File: config.mk
export PLATFORM = sky130hd
export DESIGN_NAME = gcd_engine
export DESIGN_NICKNAME = d
export VERILOG_FILES = /design/src/rtl/gcd_engine_pkg.sv /design/src/rtl/gcd_engine.sv
export SDC_FILE = /design/constraint.sdc
export NUM_CORES = 1
export LEC_CHECK = 0
export ABC_AREA = 1
export CAP_MARGIN = 20
export CORE_MARGIN = 3
export CORE_UTILIZATION = 50
export DETAILED_ROUTE_END_ITERATION = 6
export PLACE_DENSITY = 0.76
export SLEW_MARGIN = 20
export SYNTH_ARGS = -nofsm -noshare
export SYNTH_HDL_FRONTEND = slang
export SYNTH_SLANG_ARGS = --single-unit
File: constraint.sdc
create_clock -name clk -period 3.2 [get_ports clk]
set_clock_uncertainty 0.1 [all_clocks]
set_input_delay 0.48 -clock clk [delete_from_list [all_inputs] [get_ports clk]]
set_output_delay 0.48 -clock clk [all_outputs]
set_load 0.02 [all_outputs]
File: src/rtl/gcd_engine_pkg.sv
// Shared definitions for the GCD engine and the LCM stage downstream of it.
package gcd_engine_pkg;

    // Default operand/result width.
    localparam int unsigned GCD_WIDTH = 16;

    // Controller states. The LCM stage reuses this encoding.
    typedef enum logic [1:0] {
        StIdle = 2'd0,
        StRun  = 2'd1,
        StDone = 2'd2
    } gcd_state_e;

    // True when the subtractive iteration has reached its fixed point.
    function automatic logic gcd_finished(input logic [GCD_WIDTH-1:0] a,
                                          input logic [GCD_WIDTH-1:0] b);
        return (a == b) || (a == '0) || (b == '0);
    endfunction

endpackage

File: src/rtl/gcd_engine.sv
// Subtractive GCD engine: start loads A/B, RUN subtracts the smaller from the larger
// until the operands meet or one reaches zero, then a single-cycle done pulse
// presents GCD_out and the step count. GCD_out feeds the LCM stage directly.
module gcd_engine
    import gcd_engine_pkg::*;
#(
    parameter int unsigned WIDTH = GCD_WIDTH
) (
    input  logic             clk,
    input  logic             rst,
    input  logic             start,
    input  logic [WIDTH-1:0] A,
    input  logic [WIDTH-1:0] B,
    output logic             busy,
    output logic             done,
    output logic [WIDTH-1:0] GCD_out,
    output logic [WIDTH-1:0] steps
);

    gcd_state_e       state_q, state_d;
    logic [WIDTH-1:0] a_q, a_d;
    logic [WIDTH-1:0] b_q, b_d;
    logic [WIDTH-1:0] cnt_q, cnt_d;
    logic [WIDTH-1:0] gcd_q, gcd_d;
    logic [WIDTH-1:0] steps_q, steps_d;
    logic             busy_q, busy_d;
    logic             done_q, done_d;
    logic             finished;

    // Termination test on the working registers.
    always_comb begin
        finished = (a_q == b_q) || (a_q == '0) || (b_q == '0);
    end

    // Next-state and datapath update; busy/done are registered from the next state.
    always_comb begin
        state_d = state_q;
        a_d     = a_q;
        b_d     = b_q;
        cnt_d   = cnt_q;
        gcd_d   = gcd_q;
        steps_d = steps_q;

        unique case (state_q)
            StIdle: begin
                if (start) begin
                    a_d     = A;
                    b_d     = B;
                    cnt_d   = '0;
                    state_d = StRun;
                end
            end
            StRun: begin
                if (finished) begin
                    // One operand is zero or both are equal, so OR yields the survivor.
                    gcd_d   = a_q | b_q;
                    steps_d = cnt_q;
                    state_d = StDone;
                end else begin
                    if (a_q > b_q) begin
                        a_d = a_q - b_q;
                    end else begin
                        b_d = b_q - a_q;
                    end
                    // Saturate rather than wrap.
                    cnt_d = (cnt_q == '1) ? cnt_q : cnt_q + WIDTH'(1);
                end
            end
            StDone: begin
                state_d = StIdle;
            end
            default: begin
                state_d = StIdle;
            end
        endcase

        busy_d = (state_d != StIdle);
        done_d = (state_d == StDone);
    end

    // State and datapath registers with synchronous reset.
    always_ff @(posedge clk) begin
        if (rst) begin
            state_q <= StIdle;
            a_q     <= '0;
            b_q     <= '0;
            cnt_q   <= '0;
            gcd_q   <= '0;
            steps_q <= '0;
            busy_q  <= 1'b0;
            done_q  <= 1'b0;
        end else begin
            state_q <= state_d;
            a_q     <= a_d;
            b_q     <= b_d;
            cnt_q   <= cnt_d;
            gcd_q   <= gcd_d;
            steps_q <= steps_d;
            busy_q  <= busy_d;
            done_q  <= done_d;
        end
    end

    assign busy    = busy_q;
    assign done    = done_q;
    assign GCD_out = gcd_q;
    assign steps   = steps_q;

endmodule

==> impl_metrics.toml <==
[layout]
utilization_pct = 61.15
fin_cells = 1161
fillers = 1132
seqCellArea_mm2 = 0.001682
layout-drive-gt1-share_pct = 5.599
area_growth_pct = 18.24
multiInputGateArea_mm2 = 0.003659
num_antenna_cells = 0
fin_nets = 1098

[synthesis]
ys_types = 36
async_reset_ff_share_pct = 0
ys_seq_area_share_pct = 28.24
yosys_register_bits = 84
synth_nets = 1040
syn_avg_cell_area_um2 = 6.236
synth_edf_count = 0
netlist_area_mm2 = 0.005956
synth-warning-count = 0
ys.flop_type = "dfxtp_1"
synthCells = 955

[cts]
post_cts_resized = 0
post_cts_buffers = 0
cts_tree = "yes"
clkTransAtPathRegs_ns = 0.07
cts_buffers = 9
cts.sinks = 84
root_buffer = "clkbuf_16"
clock_latency_ns = 0.36
clockBufferDepth = 2
h-tree-depth = 3
cts_hold_buf = 0

[min_path]
holdPathEnd = "cnt_q[15]$_SDFFE_PP0P_"
holdCritPathClass = "reg -> reg"
whs_path_depth = 2
min_from = "cnt_q[15]$_SDFFE_PP0P_"

[global_routing]
grt_max_degree = 42
grt_pass1_vias = 5686
grt_use_total_pct = 27.34
overflow = 0
antenna_found_initial = 0
grt_pass1_wl_um = 28610

[placement]
globalplace.congestion = 0.9636
port_buffers = 68
dp_hpwl_um = 13390
placed_cells = 1145

[power]
p_sw_mw = 2.282
p_leak_nw = 3.265
pwr-share-comb_pct = 51.4
seqPwrFrac_pct = 26.0
clkPwrFrac_pct = 22.6
sw_frac_of_total_pct = 46.59
internal-power_mw = 2.617
power_density_mw_per_mm2 = 695.7
finalPower_mw = 4.899
ir_worst_vdd_mv = 0.4493

[worst_setup_path]
reg2reg_slack_ns = 0.46
reg2reg_to = "steps[3]$_SDFFE_PP0P_"
path_cells = "inv_1 -> ha_1 -> nor2_1 -> nand2_1 -> nor2_1 -> nand2_1 -> nand3_2 -> nand2_2 -> inv_2 -> buf_12 -> o21ai_0 -> a21oi_1"
critPathLaunch = "a_q[2]$_SDFFE_PP0P_"
reg2reg_depth = 12
cp-start-kind = "flip-flop"
critPathRequiredTime_ns = 3.38
r2r-start = "a_q[2]$_SDFFE_PP0P_"
critical_path.slowest_cell = "dfxtp_1"
cp_top_family = "simple AND/OR/NAND/NOR gates"
crit_type = "reg -> reg"
crit_arrival_ns = 2.92
end_kind = "flip-flop"
worstPathMaxFanout = 41
critical_path_buf_inv_count = 3
max_stage_delay_ns = 0.41

[routing]
num_vias = 6077
drc_errors = 0
first_pass_iters = 5
antenna_left = 0
wl_per_cell_um = 15.12
first_iter_violations = 583
drt_wl_total_um = 17560
vias_per_cell = 5.234

[floorplanning]
start_util_pct = 51.72
die_y_um = 115.1
dieArea_mm2 = 0.01326
die_x_um = 115.1
rows = 39
io_pins = 69
core_area_mm2 = 0.01152

[timing]
period_needed_ns = 2.742
rsz0062_at_grt = "false"
finalSetupViolations = 0
tightest_slew_ns = 0.4180
tns_ns = 0
holdWs_ns = 0.3881
relSlewSlack_pct = 72.13
period_share_pct = 85.68
hold_viol_final = 0
fmax_ghz = 0.3647
drv_slew = 0

[outcome]
outcome = "complete, no violations"

[flow_run]
max_cap_viol_count = 0
[state kept, by name, indices dropped and copies added (netlist names)]
name,cells
busy,1
steps,16
done,1
b_q,16
a_q,16
GCD_out,16
state_q,2
cnt_q,16
[cells in the final DEF, fill, tap and decap left out, drive strengths merged, types with 3 or more instances in the layout]
master / n
o21bai: 3
clkdlybuf4s50: 68
nand3b: 4
inv: 118
clkbuf: 9
a21oi: 77
buf: 11
nand2: 262
nor2: 153
o21ai: 59
nand4: 11
dfxtp: 84
nand3: 78
xor2: 10
nor3: 7
ha: 48
clkinv: 3
[power groups by stage]
| stage | combinational, mW | clock, mW | sequential (mW) |
|---|---|---|---|
| 6_report | 2.52 | 1.11 | 1.27 |
| 5_1_grt | 2.85 | 1.16 | 1.29 |
| 4_1_cts | 2.48 | 1.12 | 1.27 |
| 3_5_place_dp | 2.46 | 0 | 1.30 |
| 3_3_place_gp | 2.46 | 0 | 1.29 |
| 2_1_floorplan | 1.79 | 0 | 1.29 |
[worst register-to-register path, delay by kind of cell, from the launching register on]
kind                       cells  cell delay [ns]
AOI/OAI and AO/OA              2             0.25
adders and majority gates      1             0.39
buffers and inverters          3             0.62
DFF                            1             0.41
and+or+nand+nor                6             0.90
[area by class of cell]
class                      count  share of cell area, %
clock buffer                   9                  3.198
clock inverter                 7                  1.173
inverter                     117                  6.237
multi-input combinational    722                  51.95
sequential                    84                  23.88
tap                          143                  2.541
timing repair buffer          79                  11.02
[cells in the mapped netlist (9+ instances only)]
| cell type | number | area share, % |
|---|---|---|
| inv_1 | 108 | 6.8 |
| clkbuf_1 | 14 | 0.88 |
| ha_1 | 48 | 10 |
| xor2_1 | 10 | 1.5 |
| nand4_1 | 11 | 1.2 |
| nand3_1 | 77 | 6.5 |
| nor2_1 | 144 | 9.1 |
| inv_2 | 9 | 0.57 |
| dfxtp_1 | 84 | 28 |
| a21oi_1 | 76 | 6.4 |
| nand2_1 | 254 | 16 |
| o21ai_0 | 51 | 4.3 |
[stage by stage]
step	worst slack [ns]	area [um^2]
floorplan	0.9451	5956
global placement	0.5752	6734
detailed placement	0.5472	6734
CTS	0.5122	7042
global route	0.1843	7042
finish	0.4583	7042
[layer usage]
layer  global-route usage (%)  part of all wire, %
met1                    37.17                   46
met2                    43.63                   46
met3                    4.053                  5.2
met4                    10.88                  2.9
met5                        0                    0
[cell families (layout without fill, tap and decap cells)]
| kind of cell | Yosys count | in the layout | share of synthesized area [%] |
|---|---|---|---|
| buf+inv | 149 | 212 | 10.34 |
| simple gates | 516 | 516 | 36.22 |
| xor+xnor | 10 | 10 | 1.471 |
| fa+ha+maj | 50 | 50 | 10.76 |
| flops | 84 | 84 | 28.24 |
| compound gates | 145 | 145 | 12.81 |
| mux | 1 | 1 | 0.1681 |
[how the worst max path moves through the flow]
stage	endpoint	depth (start not counted)
3_5_place_dp	steps[3]$_SDFFE_PP0P_	12
3_3_place_gp	GCD_out[4]$_SDFFE_PP0P_	12
4_1_cts	steps[3]$_SDFFE_PP0P_	12
5_1_grt	GCD_out[8]$_SDFFE_PP0P_	12
6_report	steps[3]$_SDFFE_PP0P_	12
2_1_floorplan	a_q[11]$_SDFFE_PP0P_	16
No activity file was read; power rests on OpenSTA's default activity.
